===== config.mk =====
export PLATFORM = sky130hd
export DESIGN_NAME = burst_decoder
export DESIGN_NICKNAME = d
export VERILOG_FILES = /design/src/rtl/burst_decoder_pkg.sv /design/src/rtl/decode_rom.sv /design/src/rtl/burst_decoder.sv
export SDC_FILE = /design/constraint.sdc
export NUM_CORES = 1
export LEC_CHECK = 0
export CORE_MARGIN = 2
export CORE_UTILIZATION = 46
export CTS_CLUSTER_DIAMETER = 60
export CTS_CLUSTER_SIZE = 40
export DETAILED_ROUTE_END_ITERATION = 10
export HOLD_SLACK_MARGIN = 0.15
export PLACE_DENSITY = 0.79
export SYNTH_ARGS = -nofsm -noshare
export SYNTH_HDL_FRONTEND = slang
export SYNTH_SLANG_ARGS = --single-unit

===== constraint.sdc =====
create_clock -name clk -period 2.7 [get_ports clk]
set_input_delay 0.27 -clock clk [delete_from_list [all_inputs] [get_ports clk]]
set_output_delay 0.27 -clock clk [all_outputs]
set_load 0.02 [all_outputs]

===== src/rtl/burst_decoder_pkg.sv =====
// burst_decoder_pkg: opcode, ALU and control encodings shared by the burst decode stage
package burst_decoder_pkg;
   typedef enum logic [2:0] {
      OP_DP   = 3'b000,
      OP_MEM  = 3'b001,
      OP_BR   = 3'b010,
      OP_RSV3 = 3'b011,
      OP_KRD  = 3'b100,
      OP_PST  = 3'b101,
      OP_PRD  = 3'b110,
      OP_RSV7 = 3'b111
   } op_e;
   typedef struct packed {
      logic [1:0] reg_src;
      logic [1:0] imm_src;
      logic       alu_src;
      logic       mem_to_reg;
      logic       reg_write;
      logic       mem_write;
      logic       branch;
   } dp_ctrl_t;
   typedef struct packed {
      dp_ctrl_t dp;
      logic     alu_op;
   } ctrl_word_t;
   localparam logic [3:0] ALU_AND  = 4'b0000;
   localparam logic [3:0] ALU_EOR  = 4'b0110;
   localparam logic [3:0] ALU_SUB  = 4'b0010;
   localparam logic [3:0] ALU_RSB  = 4'b0111;
   localparam logic [3:0] ALU_ADD  = 4'b0011;
   localparam logic [3:0] ALU_ORR  = 4'b0101;
   localparam logic [3:0] ALU_MOV  = 4'b0001;
   localparam logic [3:0] ALU_MVN  = 4'b0100;
   localparam logic [3:0] ALU_NONE = 4'b1111;
   localparam logic [6:0] CTRL_KRD_WIDE = 7'b1101010;
   localparam logic [6:0] CTRL_KRD      = 7'b1100010;
   localparam logic [6:0] CTRL_PST      = 7'b0100001;
   localparam logic [6:0] CTRL_PRD      = 7'b1001110;
   function automatic logic is_burst_op(input op_e op);
      return op inside {OP_KRD, OP_PST, OP_PRD};
   endfunction
endpackage


===== src/rtl/decode_rom.sv =====
// decode_rom: combinational Op/Funct to datapath control, Ctrl, ALUControl, FlagWrite and illegal flag
module decode_rom
   import burst_decoder_pkg::*;
(
   input  logic [2:0] op,
   input  logic [5:0] funct,
   output logic [8:0] dp,
   output logic [6:0] ctrl,
   output logic [3:0] alu_control,
   output logic [1:0] flag_write,
   output logic       illegal
);
   ctrl_word_t w;
   logic [3:0] alu_raw;
   logic       unknown_op, bad_funct;
   always_comb begin
      w = '0;
      ctrl = '0;
      unknown_op = 1'b0;
      case (op_e'(op))
         OP_DP:   w = funct[5] ? 10'b0000101001 : 10'b0000001001;
         OP_MEM:  w = funct[0] ? 10'b0001111000 : 10'b1001110100;
         OP_BR:   w = 10'b0010100010;
         OP_KRD:  begin w = 10'b0000011001; ctrl = funct[5] ? CTRL_KRD_WIDE : CTRL_KRD; end
         OP_PST:  begin w = 10'b1000100101; ctrl = CTRL_PST; end
         OP_PRD:  begin w = 10'b0000011001; ctrl = CTRL_PRD; end
         default: unknown_op = 1'b1;
      endcase
   end
   always_comb begin
      alu_raw = ALU_AND;
      bad_funct = 1'b0;
      case (funct[4:1])
         4'b0000: alu_raw = ALU_AND;
         4'b0001: alu_raw = ALU_EOR;
         4'b0010: alu_raw = ALU_SUB;
         4'b0011: alu_raw = ALU_RSB;
         4'b0100: alu_raw = ALU_ADD;
         4'b1100: alu_raw = ALU_ORR;
         4'b1101: alu_raw = ALU_MOV;
         4'b1111: alu_raw = ALU_MVN;
         default: bad_funct = 1'b1;
      endcase
   end
   assign dp = w.dp;
   // unknown opcodes force every control low, including the ALUOp=0 default of 1111
   assign alu_control = unknown_op ? 4'b0000 : (w.alu_op ? alu_raw : ALU_NONE);
   assign flag_write = w.alu_op ? {funct[0], funct[0] & (alu_raw == ALU_ADD || alu_raw == ALU_SUB)} : 2'b00;
   assign illegal = unknown_op | (w.alu_op & bad_funct);
endmodule


===== src/rtl/burst_decoder.sv =====
// burst_decoder: registered decode stage that expands burst instructions into per-beat micro-ops
module burst_decoder
   import burst_decoder_pkg::*;
#(
   parameter int REG_W     = 5,
   parameter int PC_REG    = 15,
   parameter int MAX_BURST = 9,
   parameter int CNT_W     = $clog2(MAX_BURST + 1)
) (
   input  logic             clk,
   input  logic             reset,
   input  logic             InstrValidD,
   input  logic [2:0]       Op,
   input  logic [5:0]       Funct,
   input  logic [REG_W-1:0] Rd,
   input  logic [CNT_W-1:0] BurstLen,
   input  logic             HoldE,
   output logic             BusyD,
   output logic             UopValid,
   output logic             UopLast,
   output logic [CNT_W-1:0] UopOffset,
   output logic [REG_W-1:0] UopRd,
   output logic             IllegalD,
   output logic [1:0]       RegSrc,
   output logic [1:0]       ImmSrcD,
   output logic             ALUSrcD,
   output logic             MemtoRegD,
   output logic             RegWriteD,
   output logic             MemWriteD,
   output logic             BranchD,
   output logic             PCSrcD,
   output logic [3:0]       ALUControlD,
   output logic [1:0]       FlagWriteD,
   output logic [6:0]       Ctrl
);
   logic [8:0]       dp_rom;
   dp_ctrl_t         dp_d, dp_q;
   logic [6:0]       ctrl_rom, ctrl_d, ctrl_q;
   logic [3:0]       alu_rom, alu_d, alu_q;
   logic [1:0]       fw_rom, fw_d, fw_q;
   logic             ill_rom, ill_d, ill_q, valid_d, valid_q, pcsrc_d, pcsrc_q;
   logic [CNT_W-1:0] beats, left_d, left_q, off_d, off_q;
   logic [REG_W-1:0] rd_d, rd_q;
   logic             busy, accept;
   decode_rom u_rom (
      .op          (Op),
      .funct       (Funct),
      .dp          (dp_rom),
      .ctrl        (ctrl_rom),
      .alu_control (alu_rom),
      .flag_write  (fw_rom),
      .illegal     (ill_rom)
   );
   assign busy = left_q != '0;
   assign accept = InstrValidD & ~busy & ~HoldE;
   assign beats = (!is_burst_op(op_e'(Op)) || BurstLen == '0) ? CNT_W'(1)
                : (BurstLen > CNT_W'(MAX_BURST)) ? CNT_W'(MAX_BURST) : BurstLen;
   always_comb begin
      dp_d = dp_q;
      ctrl_d = ctrl_q;
      alu_d = alu_q;
      fw_d = fw_q;
      ill_d = ill_q;
      valid_d = valid_q;
      left_d = left_q;
      off_d = off_q;
      rd_d = rd_q;
      if (busy && !HoldE) begin
         left_d = left_q - 1'b1;
         off_d = off_q + 1'b1;
         rd_d = rd_q + 1'b1;
      end else if (accept) begin
         dp_d = dp_rom;
         ctrl_d = ctrl_rom;
         alu_d = alu_rom;
         fw_d = fw_rom;
         ill_d = ill_rom;
         valid_d = 1'b1;
         left_d = beats - 1'b1;
         off_d = '0;
         rd_d = Rd;
      end else if (!HoldE) begin
         dp_d = '0;
         ctrl_d = '0;
         alu_d = '0;
         fw_d = '0;
         ill_d = 1'b0;
         valid_d = 1'b0;
         off_d = '0;
         rd_d = '0;
      end
      // recomputed from the beat's own destination so a wrapped beat can hit the PC
      pcsrc_d = ((rd_d == REG_W'(PC_REG)) & dp_d.reg_write) | dp_d.branch;
   end
   always_ff @(posedge clk or posedge reset) begin
      if (reset) begin
         dp_q <= '0;
         ctrl_q <= '0;
         alu_q <= '0;
         fw_q <= '0;
         ill_q <= 1'b0;
         valid_q <= 1'b0;
         pcsrc_q <= 1'b0;
         left_q <= '0;
         off_q <= '0;
         rd_q <= '0;
      end else begin
         dp_q <= dp_d;
         ctrl_q <= ctrl_d;
         alu_q <= alu_d;
         fw_q <= fw_d;
         ill_q <= ill_d;
         valid_q <= valid_d;
         pcsrc_q <= pcsrc_d;
         left_q <= left_d;
         off_q <= off_d;
         rd_q <= rd_d;
      end
   end
   assign BusyD = busy;
   assign UopValid = valid_q;
   assign UopLast = valid_q & ~busy;
   assign UopOffset = off_q;
   assign UopRd = rd_q;
   assign IllegalD = ill_q;
   assign RegSrc = dp_q.reg_src;
   assign ImmSrcD = dp_q.imm_src;
   assign ALUSrcD = dp_q.alu_src;
   assign MemtoRegD = dp_q.mem_to_reg;
   assign RegWriteD = dp_q.reg_write;
   assign MemWriteD = dp_q.mem_write;
   assign BranchD = dp_q.branch;
   assign PCSrcD = pcsrc_q;
   assign ALUControlD = alu_q;
   assign FlagWriteD = fw_q;
   assign Ctrl = ctrl_q;
endmodule


==> results.toml <==
[run_status]
status = "finished, final reports clean"

[sta]
finalSetupViolCount = 0
layout_setup_ws_ns = 0.350
relSlewSlack_pct = 63.8
layout_worst_path_cycle_share_pct = 87.0
fin_setup_tns_ns = 0
fin_crit_ns = 2.35
hold_viol_final = 0
drv_slew = 0
fmax_mhz = 426
rsz0062_at_grt = "no"
finClkSkew_ns = 0.00269
worstMarginPinSlew_ns = 0.538

[synthesis]
syn_inst = 203
post-synth-top-area-cell = "dfrtp_1"
ys_types = 49
synth_top_area_share_pct = 46.1
ys_warn_count = 0
synth_edf_count = 0
syn_avg_cell_area_um2 = 9.10
ys_seq_area_share_pct = 46.1
yosys-top-cells-area = "dfrtp_1, nand2_1, o21ai_0"
synth-seq-cells = 34
async_reset_ff_share_pct = 100
netlist_area_mm2 = 0.00185
synth-main-ff-cell = "dfrtp_1"

[cts]
path_clk_slew_ns = 0.06
cts_tree = "done"
cts.repair.resized = 0
cts_buffer_depth = 2
cts-buffers-inserted = 5
htreeDepth = 2
cts_setup_buffers = 0
clock_latency_ns = 0.28
postCtsHoldBufs = 0
clock-sinks = 34
root_buffer = "clkbuf_8"

[power]
total_leakage_power_nw = 1.09
pwr_density_cell_mw_per_mm2 = 1030
ir_worst_vdd_mv = 0.592

[cells_and_area]
nFillCells = 331
final_core_util_pct = 63.6
drive_above_1_share_pct = 7.78
finish.net_count = 282
antenna_cells = 0
multiInputGateArea_um2 = 878
syn_to_final_growth_pct = 35.8
seq_area_um2 = 851
instances_no_fill = 307

[drt]
vias_per_cell = 5.40
dr.pass1.iters = 4
vias = 1659
routed_wl_um = 4190
ant_nets = 0
drcViolationCount = 0
drtIter0Drc = 140
routedWlPerCell_um = 13.7

[worst_setup_path]
crit_arrival_ns = 2.08
cpMaxStageDelayCell = "clkdlybuf4s50_1"
r2r_slack_ns = 0.58
crit_required_ns = 2.43
path_max_fanout = 11
cp_cell_sequence = "nor4_4 -> buf_4 -> and2_1 -> clkdlybuf4s50_1"
ff2ff_path_depth = 8
crit_family = "buffers and inverters"
worstSetupPathType = "flop to output pin"
max_stage_delay_ns = 0.60
cp-end-kind = "output pin"
r2r_start = "left_q[3]"
path_buf_inv = 2
reg2reg_to = "left_q[2]"
startpoint_type = "flop"

[place]
gp_congestion = 0.819
dpl_worst_slack_ns = 0.522
dp.final_hpwl_um = 3140
dp.cells = 300
io_buffers = 55

[global_routing]
grt_max_degree = 35
antenna_found_initial = 0
grt_overflow = 0
grt_pass1_wl_um = 7020
grtUsageTotal_pct = 20.4
grt_pass1_vias = 1489

[floorplanning]
fp.dieW_um = 67.4
rows = 23
initial_core_util_pct = 46.8
ios = 58
die_h_um = 67.4
die_area_mm2 = 0.00454
core_area_mm2 = 0.00394

[min_path]
hold_class = "input port to asynchronous set/reset pin"

[run]
maxCapViolCount = 0
synth_stat cells (2+ instances only):
cell,number
dfrtp_1,34
nand2_1,33
o21ai_0,22
clkbuf_1,10
nor2_1,10
a21oi_1,8
inv_1,6
o31ai_1,6
and3_1,5
buf_4,5
nand3_1,5
nand2b_1,4
nor3_1,4
a21o_1,3
a22o_1,3
a31oi_1,3
ha_1,3
a2bb2oi_1,2
a32o_1,2
mux2i_1,2
nor2b_1,2
o211ai_1,2
o41ai_1,2
xor2_1,2
metrics by stage:
stage	hold WS, ns	total power, mW	cell area [um2]
6_report	0.384	2.59	2510
5_1_grt	0.426	2.78	2510
4_1_cts	0.398	2.60	2510
3_5_place_dp	0.467	2.26	2430
3_3_place_gp	0.463	2.23	2430
2_1_floorplan	0.412	1.70	1850
registers in the layout, indices dropped and copies added (netlist names):
name         count
ImmSrcD          2
UopRd            5
MemtoRegD        1
IllegalD         1
BranchD          1
ALUSrcD          1
FlagWriteD       2
UopOffset        4
RegSrc           1
left_q           4
ALUControlD      4
Ctrl             5
RegWriteD        1
UopValid         1
PCSrcD           1
placed cells by master (no fill, tap or decap), drive strengths merged, types with 2 or more instances in the layout:
cell type / n
a21o: 3
dfrtp: 34
a21oi: 8
nand2b: 4
o21ai: 22
o211ai: 2
a2bb2oi: 2
nor3: 4
a32o: 2
mux2i: 2
clkdlybuf4s50: 55
nor2b: 2
nor2: 10
a31oi: 3
and3: 5
clkbuf: 7
a22o: 3
o31ai: 6
nor4: 2
o41ai: 2
nand3: 5
a211oi: 2
nand2: 34
conb: 2
inv: 7
xor2: 2
ha: 3
buf: 8
how the worst max path moves through the flow:
stage / start / end / slack [ns] / cells past startpoint
final: left_q[3] / UopLast / 0.35 / 4
after global routing: left_q[3] / UopLast / 0.26 / 4
after CTS: left_q[3] / UopLast / 0.34 / 4
after detailed placement: HoldE / left_q[2] / 0.52 / 9
after global placement: HoldE / left_q[2] / 0.60 / 9
after floorplan: left_q[3] / left_q[2] / 0.75 / 9
layout make-up:
class                      count  area share [%]
multi-input combinational    145            35.0
timing repair buffer          63            24.3
inverter                       8            1.20
tap                           50            2.49
sequential                    34            33.9
clock buffer                   7            3.04
where the power goes:
group	switching [mW]	total [mW]	internal, mW	leakage [nW]
Clock	0.170	0.347	0.177	0.0383
Combinational	0.693	1.34	0.644	0.612
Sequential	0.182	0.903	0.721	0.443
Total	1.05	2.59	1.54	1.09
logic make-up (layout without fill, tap and decap cells):
logic type                 after synthesis  in the layout  share of synthesized area (%)
AOI/OAI and AO/OA                       63             63                           23.4
other                                    1              2                          0.203
adders and majority gates                3              3                           2.03
muxes                                    3              3                           1.69
xor gates and xnor gates                 3              3                           1.42
and+or+nand+nor                         71             71                           18.6
DFF                                     34             34                           46.1
buffers and inverters                   25             78                           6.57
worst reg2reg max path, delay by kind of cell (launching register included):
| kind | cells | cell delay (ns) |
|---|---|---|
| flip-flops | 1 | 0.41 |
| AO/OA/AOI/OAI | 4 | 0.70 |
| buffers and inverters | 1 | 0.20 |
| AND/OR/NAND/NOR | 2 | 0.48 |
| adder cells (fa/ha/maj) | 1 | 0.23 |
routing by layer:
| layer | wire, um | vias to the layer above | global-route usage, % |
|---|---|---|---|
| met5 | 0 | - | 0 |
| met4 | 64 | 0 | 7.14 |
| met3 | 190 | 10 | 4.67 |
| met2 | 2010 | 48 | 32.2 |
| met1 | 1930 | 772 | 27.7 |
| li1 | - | 829 | - |
Note: power is estimated with default switching activity, not from simulation.
